## src/rtl/core_seq.sv

```systemverilog
// Sequences one full tile on the core's inst bus: weight fetch, kernel load, activation fetch, execute, drain.
// Latency: start is accepted in IDLE, and inst/busy/done are registered, so all actions appear one cycle after the step that decides them.
// Backpressure: xmem reads stall while l0_ready=0; OFIFO pops stall while ofifo_valid=0; start is ignored while busy.
module core_seq #(
    parameter int row     = 8,
    parameter int col     = 8,
    parameter int addr_bw = 11,
    parameter int len_bw  = 11
) (
    input  logic                     clk,
    input  logic                     reset,
    input  logic                     start,
    input  logic [addr_bw-1:0]       w_base,
    input  logic [addr_bw-1:0]       x_base,
    input  logic [len_bw-1:0]        x_len,
    input  logic [addr_bw-1:0]       p_base,
    input  logic                     l0_ready,
    input  logic                     ofifo_valid,
    output logic [2*addr_bw+11:0]    inst,
    output logic                     busy,
    output logic                     done
);

    localparam int IW = 2*addr_bw + 12;

    localparam int LOAD     = 0;
    localparam int EXECUTE  = 1;
    localparam int L0_WR    = 2;
    localparam int L0_RD    = 3;
    localparam int OFIFO_RD = 6;
    localparam int AX_LO    = 7;
    localparam int WEN_X    = addr_bw + 7;
    localparam int CEN_X    = addr_bw + 8;
    localparam int AP_LO    = addr_bw + 9;
    localparam int WEN_P    = 2*addr_bw + 9;
    localparam int CEN_P    = 2*addr_bw + 10;

    localparam logic [IW-1:0] NOP = (IW'(1) << CEN_P) | (IW'(1) << WEN_P) |
                                    (IW'(1) << CEN_X) | (IW'(1) << WEN_X);

    // Counter must hold x_len = 2^len_bw - 1 plus one, and the kernel-load sequence length.
    localparam int SEQ_MAX = 2*col + row;
    localparam int LEN_MAX = 1 << len_bw;
    localparam int cnt_w   = $clog2(((SEQ_MAX > LEN_MAX) ? SEQ_MAX : LEN_MAX) + 1);

    localparam logic [cnt_w-1:0] ONE      = cnt_w'(1);
    localparam logic [cnt_w-1:0] COL_N    = cnt_w'(col);
    localparam logic [cnt_w-1:0] WKL_LAST = cnt_w'(2*col + row - 1);

    localparam logic [2:0] IDLE  = 3'd0;
    localparam logic [2:0] WLD   = 3'd1;
    localparam logic [2:0] WKL   = 3'd2;
    localparam logic [2:0] XLD   = 3'd3;
    localparam logic [2:0] EXEC  = 3'd4;
    localparam logic [2:0] DRAIN = 3'd5;
    localparam logic [2:0] DONE  = 3'd6;

    logic [2:0]         state, state_nxt;
    logic [cnt_w-1:0]   cnt, cnt_nxt;
    logic [cnt_w-1:0]   wcnt, wcnt_nxt;
    logic [IW-1:0]      inst_nxt;
    logic               busy_nxt, done_nxt;

    logic [addr_bw-1:0] w_base_q, x_base_q, p_base_q;
    logic [len_bw-1:0]  x_len_q;

    logic [cnt_w-1:0]   x_len_ext;
    logic [cnt_w-1:0]   fetch_total;
    logic [addr_bw-1:0] fetch_base;
    logic               rd_on_bus, ofrd_on_bus;

    assign x_len_ext   = cnt_w'(x_len_q);
    assign fetch_total = (state == WLD) ? COL_N : x_len_ext;
    assign fetch_base  = (state == WLD) ? w_base_q : x_base_q;
    // The word currently on the bus tells us what must follow it: l0_wr after a read, a pmem write after a pop.
    assign rd_on_bus   = ~inst[CEN_X];
    assign ofrd_on_bus = inst[OFIFO_RD];

    always_comb begin
        state_nxt = state;
        cnt_nxt   = cnt;
        wcnt_nxt  = wcnt;
        inst_nxt  = NOP;
        done_nxt  = 1'b0;
        busy_nxt  = (state != IDLE) || start;
        case (state)
            IDLE: begin
                if (start) begin
                    state_nxt = WLD;
                    cnt_nxt   = '0;
                    wcnt_nxt  = '0;
                end
            end
            WLD, XLD: begin
                inst_nxt[L0_WR] = rd_on_bus;
                if ((cnt < fetch_total) && l0_ready) begin
                    inst_nxt[CEN_X]               = 1'b0;
                    inst_nxt[AX_LO +: addr_bw]    = fetch_base + addr_bw'(cnt);
                    cnt_nxt                       = cnt + ONE;
                end else if ((cnt == fetch_total) && rd_on_bus) begin
                    state_nxt = (state == WLD) ? WKL : EXEC;
                    cnt_nxt   = '0;
                end
            end
            WKL: begin
                if (cnt < COL_N) begin
                    inst_nxt[LOAD]  = 1'b1;
                    inst_nxt[L0_RD] = 1'b1;
                end
                if (cnt == WKL_LAST) begin
                    state_nxt = (x_len_ext == '0) ? DONE : XLD;
                    cnt_nxt   = '0;
                end else begin
                    cnt_nxt = cnt + ONE;
                end
            end
            EXEC: begin
                inst_nxt[L0_RD]   = 1'b1;
                inst_nxt[EXECUTE] = 1'b1;
                if (cnt == x_len_ext - ONE) begin
                    state_nxt = DRAIN;
                    cnt_nxt   = '0;
                end else begin
                    cnt_nxt = cnt + ONE;
                end
            end
            DRAIN: begin
                if (ofrd_on_bus) begin
                    inst_nxt[CEN_P]            = 1'b0;
                    inst_nxt[WEN_P]            = 1'b0;
                    inst_nxt[AP_LO +: addr_bw] = p_base_q + addr_bw'(wcnt);
                    wcnt_nxt                   = wcnt + ONE;
                    if (wcnt == x_len_ext - ONE) state_nxt = DONE;
                end
                if ((cnt < x_len_ext) && ofifo_valid) begin
                    inst_nxt[OFIFO_RD] = 1'b1;
                    cnt_nxt            = cnt + ONE;
                end
            end
            DONE: begin
                done_nxt  = 1'b1;
                state_nxt = IDLE;
            end
            default: state_nxt = IDLE;
        endcase
    end

    always_ff @(posedge clk or negedge reset) begin
        if (!reset) begin
            state    <= IDLE;
            cnt      <= '0;
            wcnt     <= '0;
            inst     <= NOP;
            busy     <= 1'b0;
            done     <= 1'b0;
            w_base_q <= '0;
            x_base_q <= '0;
            p_base_q <= '0;
            x_len_q  <= '0;
        end else begin
            state <= state_nxt;
            cnt   <= cnt_nxt;
            wcnt  <= wcnt_nxt;
            inst  <= inst_nxt;
            busy  <= busy_nxt;
            done  <= done_nxt;
            if ((state == IDLE) && start) begin
                w_base_q <= w_base;
                x_base_q <= x_base;
                p_base_q <= p_base;
                x_len_q  <= x_len;
            end
        end
    end

endmodule

```

## config.mk

```make
export PLATFORM = sky130hd
export DESIGN_NAME = core_seq
export DESIGN_NICKNAME = d
export VERILOG_FILES = /design/src/rtl/core_seq.sv
export SDC_FILE = /design/constraint.sdc
export NUM_CORES = 1
export LEC_CHECK = 0
export CAP_MARGIN = 20
export CELL_PAD_IN_SITES_DETAIL_PLACEMENT = 0
export CELL_PAD_IN_SITES_GLOBAL_PLACEMENT = 2
export CORE_MARGIN = 5
export CORE_UTILIZATION = 35
export DETAILED_ROUTE_END_ITERATION = 6
export GPL_ROUTABILITY_DRIVEN = 0
export PLACE_DENSITY = 0.91
export SKIP_CTS_REPAIR_TIMING = 1
export SKIP_LAST_GASP = 1
export SLEW_MARGIN = 20
export SYNTH_ARGS = -nofsm -noshare
export SYNTH_HDL_FRONTEND = slang
export SYNTH_SLANG_ARGS = --single-unit
```

## constraint.sdc

```tcl
create_clock -name clk -period 4.7 [get_ports clk]
set_clock_uncertainty 0.2 [all_clocks]
set_input_delay 0.47 -clock clk [delete_from_list [all_inputs] [get_ports clk]]
set_output_delay 0.47 -clock clk [all_outputs]
set_load 0.01 [all_outputs]
```

==> flow_summary.json <==
{
  "cts_tree": "yes",
  "syn_area_um2": 6270,
  "required_ps": 4720,
  "routed_wl_mm": 16.2,
  "power_density_nw_per_um2": 589,
  "die_h_um": 144,
  "max_freq_ghz": 0.241,
  "fin_area_um2": 7560,
  "grt_overflow": 0,
  "io_pins": 85,
  "clk_pin_slew_ps": 70,
  "cp-end-kind": "flop",
  "initial_core_util": 0.353,
  "r2r_cells": 14,
  "rr_endpoint": "inst[17]",
  "yosys.area.top_type": "dfrtp_1",
  "startpoint": "state[0]",
  "finalCriticalPeriod_ps": 4150,
  "route.detailed.drc": 0,
  "synthTopCellsByArea": "dfrtp_1 (40%), ha_1 (9.0%), mux2_2 (6.5%)",
  "hold_ws_ps": -18.6,
  "synthTopCellsByCount": "dfrtp_1 (100), nand2_1 (83), nor2_1 (55)",
  "critPathLaunchType": "flop",
  "clock_latency_ps": 350,
  "nets": 815,
  "rows": 49,
  "cts-root-buf": "clkbuf_16",
  "grt_usage": 0.162,
  "diodes": 0,
  "worst-setup-path-type": "flop to flop",
  "ys_warn_count": 0,
  "synth_edf_count": 0,
  "rsz0062_at_grt": "no",
  "period_share": 0.882,
  "htreeDepth": 3,
  "hold_viol_final": 14,
  "port_buffers": 80,
  "first_global_vias": 5047,
  "switching_share": 0.409,
  "critical_path_peak_fanout": 19,
  "yosys.cell_count.top_type": "dfrtp_1",
  "drive_above_1_share": 0.0925,
  "antenna_found_initial": 0,
  "postRouteAntennaNets": 0,
  "area_growth_pct": 20.4,
  "cap_violations": 0,
  "hpwl_mm": 12.1,
  "syn_inst": 657,
  "synth_flop_cell": "dfrtp_1",
  "seqPwrFrac": 0.332,
  "finalMaxSlewViolations": 0,
  "slew_headroom": 0.489,
  "worst_pin_slew_ps": 766,
  "reg2reg_from": "state[0]",
  "vias": 5085,
  "firstDrtPassIters": 5,
  "share_comb_of_total_power": 0.497,
  "ys_async_sr_fraction": 1.00,
  "vdd_drop_max_uv": 212,
  "wl_per_cell_um": 17.0,
  "net-switching-power_w": 0.00182,
  "dieArea_um2": 20700,
  "cts_buffer_depth": 2,
  "p_leak_nw": 3.34,
  "grt_max_degree": 67,
  "setup_violations": 0,
  "ys_ff_latch": 102,
  "synth_top_area_frac": 0.399,
  "grt_pass1_wl_mm": 26.2,
  "r2r_setup_slack_ps": 550,
  "hold_class": "input port to asynchronous set/reset pin",
  "viasPerCell": 5.34,
  "syn-mean-instance-area_um2": 9.55,
  "clockPowerShare": 0.171,
  "drtIter0Drc": 359,
  "ys_types": 60,
  "clock-sinks": 102,
  "cts_made_buffers": 9,
  "ys_seq_area_frac": 0.407,
  "placed_area_um2": 7260,
  "die_width_um": 144,
  "internal_power_w": 0.00263,
  "violations": "negative hold slack",
  "arrival_ps": 4160,
  "coreArea_um2": 17800,
  "status": "finished with violations",
  "fin_setup_tns_ps": 0,
  "fillCellCount": 1707
}
[placed cells by master (no fill, tap or decap), drive strengths merged, types with 6 or more instances in the layout]
cell           instances
nor3                  16
o21ai                 32
dfrtp                100
nand3                 11
o211ai                 7
mux2                  36
clkbuf                13
a21oi                 27
and2                   6
xnor2                 28
inv                   21
a21o                   7
nor2                  55
ha                    45
a31oi                  7
nand4                  8
a22o                   9
nor2b                 14
clkdlybuf4s50         79
nand2                 83
a211oi                 6
and3                  10
xor2                  19
buf                    8
[metrics by stage]
stage               utilization  instances  hold WS, ps  setup WS (ps)  total power, W
floorplan                     -        659        -25.6            891         0.00305
global placement          0.408        937          292            753         0.00363
detailed placement        0.408        937          296            634         0.00370
CTS                       0.425        953         14.5            575         0.00448
global route              0.425        953         69.5            214         0.00481
finish                    0.425        953        -18.6            554         0.00445
[metal layers]
metal	part of all wire	up-vias	GRT usage	wire, µm
li1	-	2438	-	-
met1	0.45	2487	0.222	7370
met2	0.48	140	0.256	7730
met3	0.053	20	0.0336	855
met4	0.016	0	0.0525	255
met5	0	-	0	0
[power by group through the flow]
| stage | sequential, W | combinational, W | clock [W] |
|---|---|---|---|
| 3_5_place_dp | 0.00150 | 0.00220 | 0 |
| 6_report | 0.00148 | 0.00221 | 0.000759 |
| 5_1_grt | 0.00152 | 0.00247 | 0.000819 |
| 3_3_place_gp | 0.00149 | 0.00214 | 0 |
| 2_1_floorplan | 0.00135 | 0.00169 | 0 |
| 4_1_cts | 0.00148 | 0.00222 | 0.000781 |
[critical path: stages, from the launching register on]
cell and delay (ps):
dfrtp_1 610, nor2b_1 330, nand2b_1 440, nand2_1 190, nand2_1 70, ha_1 200, fa_1 410, a21o_1 180
a21oi_1 220, o21bai_1 120, a2111oi_0 450, nor3_1 150, a31oi_1 250, xnor2_1 150, nor2_1 50
[logic make-up (layout without fill, tap and decap cells)]
group,Yosys count,in the layout,synth area share
simple gates,234,234,0.181
compound gates,127,127,0.134
flops,102,102,0.407
buf+inv,58,123,0.0401
xor+xnor,49,49,0.0728
fa+ha+maj,47,47,0.0961
mux,38,38,0.0678
other cells,2,4,0.00120
[sequential cells by signal, summed over array words and instances, names as in the netlist, 3 cells and up]
name and flops:
wcnt 12, x_base_q 11, x_len_q 11, w_base_q 11, p_base_q 11, cnt 12
state 3, inst 29
[worst max-delay path by stage]
stage	end	slack, ps
floorplan	cnt[7]	890
global placement	inst[17]	750
detailed placement	inst[17]	630
CTS	inst[17]	580
global route	inst[17]	210
finish	inst[17]	550
[cell type report]
type | count | area [µm²] | area share
multi-input combinational | 499 | 3480 | 0.461
sequential | 102 | 2550 | 0.338
timing repair buffer | 87 | 863 | 0.114
tap | 229 | 287 | 0.0379
clock buffer | 13 | 250 | 0.0331
inverter | 20 | 75.1 | 0.00994
clock inverter | 3 | 43.8 | 0.00580
No activity file was read; power rests on OpenSTA's default activity.
